===== src/rtl/ex_stage_pkg.sv =====
// ex_stage_pkg: shared encodings and bundle layouts for the RV32IM execute stage.
package ex_stage_pkg;
    typedef enum logic [3:0] {
        ALU_ADD, ALU_SUB, ALU_SLL, ALU_SLT, ALU_SLTU, ALU_XOR,
        ALU_SRL, ALU_SRA, ALU_OR, ALU_AND, ALU_PASS_B
    } alu_op_e;

    typedef enum logic [1:0] {DIV_IDLE, DIV_RUN, DIV_DONE} div_state_e;

    localparam int EC_SRC_B_IMM = 4;
    localparam int EC_SRC_A_PC  = 5;
    localparam int EC_BRANCH    = 6;
    localparam int EC_JAL       = 7;
    localparam int EC_JALR      = 8;
    localparam int EC_M_EXT     = 9;

    localparam int ID_EX_W   = 176;
    localparam int EX_MEM_W  = 72;
    localparam int EX_CON_W  = 13;
    localparam int IX_REG    = 175;
    localparam int IX_MEM    = 173;
    localparam int IX_EX_CON = 160;
    localparam int IX_PC     = 128;
    localparam int IX_DATA1  = 96;
    localparam int IX_DATA2  = 64;
    localparam int IX_IMM    = 32;
    localparam int IX_INSTR  = 0;

    localparam int EM_REG    = 71;
    localparam int EM_MEM    = 69;
    localparam int EM_RESULT = 37;
    localparam int EM_STORE  = 5;
    localparam int EM_RD     = 0;

    localparam logic [1:0] FWD_DATA = 2'b00;
    localparam logic [1:0] FWD_MEM  = 2'b01;
    localparam logic [1:0] FWD_WB   = 2'b10;

    localparam logic [2:0] F3_BEQ    = 3'b000;
    localparam logic [2:0] F3_BNE    = 3'b001;
    localparam logic [2:0] F3_BLT    = 3'b100;
    localparam logic [2:0] F3_BGE    = 3'b101;
    localparam logic [2:0] F3_BLTU   = 3'b110;
    localparam logic [2:0] F3_BGEU   = 3'b111;
    localparam logic [2:0] F3_MUL    = 3'b000;
    localparam logic [2:0] F3_MULH   = 3'b001;
    localparam logic [2:0] F3_MULHSU = 3'b010;
    localparam logic [2:0] F3_MULHU  = 3'b011;
    localparam logic [2:0] F3_DIV    = 3'b100;
    localparam logic [2:0] F3_DIVU   = 3'b101;
    localparam logic [2:0] F3_REM    = 3'b110;
    localparam logic [2:0] F3_REMU   = 3'b111;
endpackage


===== src/rtl/ex_stage_div_unit.sv =====
// div_unit: iterative restoring divider on operand magnitudes with sign fix-up;
// op[0]=unsigned, op[1]=remainder.
module div_unit
    import ex_stage_pkg::*;
#(
    parameter int XLEN       = 32,
    parameter int DIV_CYCLES = 32
) (
    input  logic            clk,
    input  logic            rst,
    input  logic            start,
    input  logic [1:0]      op,
    input  logic [XLEN-1:0] a,
    input  logic [XLEN-1:0] b,
    output logic            busy,
    output logic            done,
    output logic [XLEN-1:0] result
);
    div_state_e      state;
    logic [4:0]      cnt;
    logic [XLEN-1:0] rem, quo, dvs;
    logic            neg_q, neg_r, div_zero, want_rem;
    logic            sa, sb;
    logic [XLEN:0]   shifted, trial;

    assign sa      = !op[0] && a[XLEN-1];
    assign sb      = !op[0] && b[XLEN-1];
    assign shifted = {rem, quo[XLEN-1]};
    assign trial   = shifted - {1'b0, dvs};

    always_ff @(posedge clk) begin
        if (!rst) begin
            state    <= DIV_IDLE;
            cnt      <= '0;
            rem      <= '0;
            quo      <= '0;
            dvs      <= '0;
            neg_q    <= 1'b0;
            neg_r    <= 1'b0;
            div_zero <= 1'b0;
            want_rem <= 1'b0;
        end else begin
            case (state)
                DIV_IDLE: if (start) begin
                    state    <= DIV_RUN;
                    cnt      <= '0;
                    rem      <= '0;
                    quo      <= sa ? -a : a;
                    dvs      <= sb ? -b : b;
                    neg_q    <= sa ^ sb;
                    neg_r    <= sa;
                    div_zero <= (b == '0);
                    want_rem <= op[1];
                end
                DIV_RUN: begin
                    rem   <= trial[XLEN] ? shifted[XLEN-1:0] : trial[XLEN-1:0];
                    quo   <= {quo[XLEN-2:0], ~trial[XLEN]};
                    cnt   <= cnt + 5'd1;
                    state <= (cnt == 5'(DIV_CYCLES - 1)) ? DIV_DONE : DIV_RUN;
                end
                default: state <= DIV_IDLE;
            endcase
        end
    end

    // A zero divisor leaves the dividend magnitude in rem, so only the quotient needs overriding.
    assign result = want_rem ? (neg_r ? -rem : rem)
                             : (div_zero ? '1 : (neg_q ? -quo : quo));
    assign busy   = rst && (state == DIV_RUN || (state == DIV_IDLE && start));
    assign done   = state == DIV_DONE;
endmodule


===== src/rtl/ex_stage.sv =====
// ex_stage: RV32IM execute stage -- forwarding, ALU, multiplier, branch resolution
// and a stalling iterative divider, registered into the EX/MEM bundle.
module ex_stage
    import ex_stage_pkg::*;
#(
    parameter int XLEN       = 32,
    parameter int DIV_CYCLES = 32
) (
    input  logic                clk,
    input  logic                rst,
    input  logic [ID_EX_W-1:0]  ID_EX,
    input  logic [1:0]          fwd_a_sel,
    input  logic [1:0]          fwd_b_sel,
    input  logic [XLEN-1:0]     mem_fwd_data,
    input  logic [XLEN-1:0]     wb_fwd_data,
    output logic [EX_MEM_W-1:0] EX_MEM,
    output logic                branch_taken,
    output logic [XLEN-1:0]     branch_target,
    output logic                stall
);
    logic                reg_con, valid, div_op, div_done, take, cond, unused_bits;
    logic [1:0]          mem_con;
    logic [EX_CON_W-1:0] ex_con;
    logic [XLEN-1:0]     pc, data1, data2, imm, instr;
    logic [XLEN-1:0]     a_fwd, b_fwd, op_a, op_b, alu, mul, div_result, result, target;
    logic [63:0]         ext_a, ext_b, prod;
    logic [2:0]          funct3;
    alu_op_e             alu_op;

    assign reg_con = ID_EX[IX_REG];
    assign mem_con = ID_EX[IX_MEM +: 2];
    assign ex_con  = ID_EX[IX_EX_CON +: EX_CON_W];
    assign pc      = ID_EX[IX_PC +: XLEN];
    assign data1   = ID_EX[IX_DATA1 +: XLEN];
    assign data2   = ID_EX[IX_DATA2 +: XLEN];
    assign imm     = ID_EX[IX_IMM +: XLEN];
    assign instr   = ID_EX[IX_INSTR +: XLEN];
    assign funct3  = instr[14:12];
    assign alu_op  = alu_op_e'(ex_con[3:0]);
    assign valid   = instr != '0;
    assign unused_bits = ^{ex_con[12:10], instr[31:15], instr[6:0]};

    assign a_fwd = fwd_a_sel == FWD_MEM ? mem_fwd_data : fwd_a_sel == FWD_WB ? wb_fwd_data : data1;
    assign b_fwd = fwd_b_sel == FWD_MEM ? mem_fwd_data : fwd_b_sel == FWD_WB ? wb_fwd_data : data2;
    assign op_a  = ex_con[EC_SRC_A_PC] ? pc : a_fwd;
    assign op_b  = ex_con[EC_SRC_B_IMM] ? imm : b_fwd;

    always_comb begin
        case (alu_op)
            ALU_ADD:    alu = op_a + op_b;
            ALU_SUB:    alu = op_a - op_b;
            ALU_SLL:    alu = op_a << op_b[4:0];
            ALU_SLT:    alu = {31'd0, $signed(op_a) < $signed(op_b)};
            ALU_SLTU:   alu = {31'd0, op_a < op_b};
            ALU_XOR:    alu = op_a ^ op_b;
            ALU_SRL:    alu = op_a >> op_b[4:0];
            ALU_SRA:    alu = $signed(op_a) >>> op_b[4:0];
            ALU_OR:     alu = op_a | op_b;
            ALU_AND:    alu = op_a & op_b;
            ALU_PASS_B: alu = op_b;
            default:    alu = '0;
        endcase
    end

    // Sign-extending to 64 bits makes a plain low-64 product correct for every signedness mix.
    assign ext_a = {{32{(funct3 == F3_MULH || funct3 == F3_MULHSU) && op_a[31]}}, op_a};
    assign ext_b = {{32{funct3 == F3_MULH && op_b[31]}}, op_b};
    assign prod  = ext_a * ext_b;
    assign mul   = funct3 == F3_MUL ? prod[31:0] : prod[63:32];

    always_comb begin
        case (funct3)
            F3_BEQ:  cond = a_fwd == b_fwd;
            F3_BNE:  cond = a_fwd != b_fwd;
            F3_BLT:  cond = $signed(a_fwd) < $signed(b_fwd);
            F3_BGE:  cond = $signed(a_fwd) >= $signed(b_fwd);
            F3_BLTU: cond = a_fwd < b_fwd;
            F3_BGEU: cond = a_fwd >= b_fwd;
            default: cond = 1'b0;
        endcase
    end

    assign take   = valid && (ex_con[EC_JAL] || ex_con[EC_JALR] || (ex_con[EC_BRANCH] && cond));
    assign target = ex_con[EC_JALR] ? ((a_fwd + imm) & ~32'd1) : pc + imm;
    assign div_op = valid && ex_con[EC_M_EXT] && funct3[2];
    assign result = (ex_con[EC_JAL] || ex_con[EC_JALR]) ? pc + 32'd4 :
                    !ex_con[EC_M_EXT] ? alu : funct3[2] ? div_result : mul;

    div_unit #(.XLEN(XLEN), .DIV_CYCLES(DIV_CYCLES)) u_div (
        .clk    (clk),
        .rst    (rst),
        .start  (div_op),
        .op     (funct3[1:0]),
        .a      (a_fwd),
        .b      (b_fwd),
        .busy   (stall),
        .done   (div_done),
        .result (div_result)
    );

    always_ff @(posedge clk) begin
        if (!rst) begin
            EX_MEM        <= '0;
            branch_taken  <= 1'b0;
            branch_target <= '0;
        end else begin
            EX_MEM        <= (!stall && valid && (!div_op || div_done))
                             ? {reg_con, mem_con, result, b_fwd, instr[11:7]} : '0;
            branch_taken  <= take;
            branch_target <= target;
        end
    end
endmodule


===== config.mk =====
export PLATFORM = sky130hd
export DESIGN_NAME = ex_stage
export DESIGN_NICKNAME = d
export VERILOG_FILES = /design/src/rtl/ex_stage_pkg.sv /design/src/rtl/ex_stage_div_unit.sv /design/src/rtl/ex_stage.sv
export SDC_FILE = /design/constraint.sdc
export NUM_CORES = 2
export LEC_CHECK = 0
export ABC_AREA = 0
export ABC_CLOCK_PERIOD_IN_PS = 16700
export CAP_MARGIN = 15
export CORE_ASPECT_RATIO = 0.9
export CORE_MARGIN = 2
export CORE_UTILIZATION = 35
export DETAILED_ROUTE_END_ITERATION = 16
export GPL_TIMING_DRIVEN = 1
export PLACE_DENSITY = 0.6
export SYNTH_ARGS = -nofsm -noshare
export SYNTH_HDL_FRONTEND = slang
export SYNTH_SLANG_ARGS = --single-unit
export TNS_END_PERCENT = 50

===== constraint.sdc =====
create_clock -name clk -period 16.7 [get_ports clk]
set_input_delay 4.175 -clock clk [delete_from_list [all_inputs] [get_ports clk]]
set_output_delay 4.175 -clock clk [all_outputs]
set_load 0.02 [all_outputs]

==> metrics.txt <==
outcome=completed; layout cells sized above 1=6.95%; Rel. slew slack=~16%; Pre-antenna DRT Iters=8; cells after synthesis=slightly below 8,000; R2R Setup Slk=12.43 ns; Final Hold Vio Count=0; FMAX=approximately 65 MHz; synthesized area per cell=a little over 8 µm²; RSZ-0062 raised after global routing=false; top cells by count, synth=inv_1, fa_1, nand2_1; FFs w/ async S/R, synth=0%; worst hold stages=2; top-area cell type share of the netlist area=a little over a third; min-delay src=u_div.rem[31]$_SDFFE_PN0P_; crit path launch=fwd_a_sel[0]; Root Driver=clkbuf_16; most numerous cell in the Yosys netlist=inv_1; Post-synth EDFFs=0; # resized after CTS=0; Vias=62,400; critical path's most frequent cell=fa_1; hold_buf cts=0; port buffer count=348; Max-Cap Viols=0; buffer depth of the longest clock path=3; yosys warns=0; Area Overhead vs Synth=13.4%; Min-Delay Path Class=reg -> reg; CP Max Fanout=10; Nets=about 10,000; grt ovf=0; CTS tree=done; Final HPWL DP=between 200 and 300 mm; r2r worst-path depth=14; vias in the first global route=61,800; Clk pin slew, worst setup/hold paths=approximately 0.07 ns; area leader, netlist=fa_1; ys flop type=dfxtp_1; #FFs+latches synth=approximately 210; total CTS buffers=23; wire per inst=slightly above 30 µm; crit path capture type=register; skew final=about 0.017 ns; CP max stage cell=clkdlybuf4s50_1; initial core utilization=a little over a third; number of H-tree levels=1; clock tree sinks=about 210; CP peak stage delay=around 0.85 ns; Layout fillers=roughly 18,000; global-route usage over all layers=between 30% and 40%; largest net degree at the start of global routing=85; Rows=148; worst hold path endpoint=u_div.rem[31]$_SDFFE_PN0P_; Setup Buffers After CTS=0; first-pass GRT wire length=456 mm; Slew Limit Fails=0; Die Y-Extent=410 µm; Die X=roughly 460 µm; reg-to-reg startpoint=u_div.quo[31]$_SDFFE_PN0P_; top post-synthesis cells by area=fa_1, ha_1, inv_1; R2R Path End=u_div.rem[0]$_SDFFE_PN0P_; crit path launch type=primary input; part of the cycle the worst path needs=just over 90%; setup TNS=0 ns; Tmin final=~15 ns; # DRC=0; Final setup viols=0; CP required=17.21 ns; die area=about 190,000 µm²; worst path bufs/invs=11; total wire length=~320 mm; total core area=181,000 µm²; Slew @ Worst Pin=around 1.3 ns; register area share after synthesis=between 6 and 7%; CP Data Arrival Time=between 15 and 20 ns; Final GP Congestion=~1.1; DR iter-0 viols=7,564; clk_lat worst skew=roughly 0.6 ns; Mapped Area=approximately 64,000 µm²; DRT antenna net count=0; via/cell ratio=5.89; type of the worst setup path=in -> reg; initial antenna violation count=27; syn nets=around 9,700; family with the most delay on the worst path=adder cells; post-synth cell types=97; I/O pin total=352
-- state kept, by name, summed over array words and instances (netlist names) --
register / count
u_div.quo: 32
u_div.div_zero: 1
u_div.state: 2
u_div.want_rem: 1
u_div.neg_r: 1
branch_taken: 1
EX_MEM: 72
branch_target: 32
u_div.neg_q: 1
u_div.dvs: 32
u_div.cnt: 5
u_div.rem: 32
-- final cells by class --
type / count / area (µm²) / share of cell area [%]
Multi-Input combinational cell: 5960 / 53600 / 73.8
Timing Repair Buffer: 709 / 6240 / 8.59
Inverter: 1255 / 4720 / 6.49
Sequential cell: 212 / 4240 / 5.84
Tap cell: 2400 / 3000 / 4.13
Clock buffer: 26 / 607 / 0.835
Clock inverter: 15 / 188 / 0.258
Antenna cell: 14 / 35.0 / 0.0482
-- per-stage QoR --
stage / instances / setup WS, ns / instance area [µm²] / hold slack (ns) / utilization [%]
2_1_floorplan: 7874 / 3.07 / 64100 / 0.425 / -
3_3_place_gp: 10500 / 1.13 / 71800 / 0.439 / 39.6
3_5_place_dp: 10500 / 1.06 / 71800 / 0.446 / 39.6
4_1_cts: 10600 / 1.66 / 72600 / 0.463 / 40.1
5_1_grt: 10600 / 1.26 / 72600 / 0.499 / 40.1
6_report: 10600 / 1.40 / 72700 / 0.456 / 40.1
-- worst min-delay path: stages (launching register included) --
cell and delay (ns):
dfxtp_1 0.33, nand2_1 0.04, o21ai_0 0.06
-- layout by cell type (no fill, tap or decap), types with 160 or more instances in the layout --
| master | synthesis | final |
|---|---|---|
| nor2_1 | 758 | 753 |
| o21ai_0 | 289 | 277 |
| nand2_1 | 1053 | 1051 |
| clkdlybuf4s50_1 | 0 | 345 |
| dfxtp_1 | 212 | 212 |
| mux2i_1 | 164 | 160 |
| inv_1 | 1221 | 1219 |
| ha_1 | 441 | 441 |
| fa_1 | 1130 | 1130 |
| xnor2_1 | 172 | 171 |
| buf_4 | 4 | 356 |
| a21oi_1 | 334 | 333 |
-- cells by family (layout without fill, tap and decap cells) --
family | count (synthesis) | count (layout) | synth area share, %
compound gates | 1525 | 1525 | 16.0
other cells | 0 | 14 | 0
buf+inv | 1702 | 2005 | 10.1
mux | 211 | 211 | 3.39
flops | 212 | 212 | 6.62
simple gates | 2351 | 2351 | 15.8
xor+xnor | 301 | 301 | 4.11
fa+ha+maj | 1572 | 1572 | 43.9
-- per-layer routing --
layer	vias to the layer above	track usage [%]	share of wire [%]	wire length, µm
li1	26300	-	-	-
met1	31700	47.0	41	133000
met2	3588	48.8	41	133000
met3	769	8.16	11	35100
met4	18	18.2	6.6	21400
met5	-	0	0.037	118
-- worst max path at each step --
stage | to | slack [ns] | cells past startpoint
6_report | EX_MEM[65]$_SDFF_PN0_ | 1.40 | 36
5_1_grt | EX_MEM[67]$_SDFF_PN0_ | 1.26 | 36
4_1_cts | EX_MEM[47]$_SDFF_PN0_ | 1.66 | 35
3_5_place_dp | EX_MEM[47]$_SDFF_PN0_ | 1.06 | 35
3_3_place_gp | EX_MEM[47]$_SDFF_PN0_ | 1.13 | 35
2_1_floorplan | EX_MEM[62]$_SDFF_PN0_ | 3.07 | 38
Power is not shown: default switching activity piles up to over one toggle a cycle in this logic, so the estimate is an artifact.
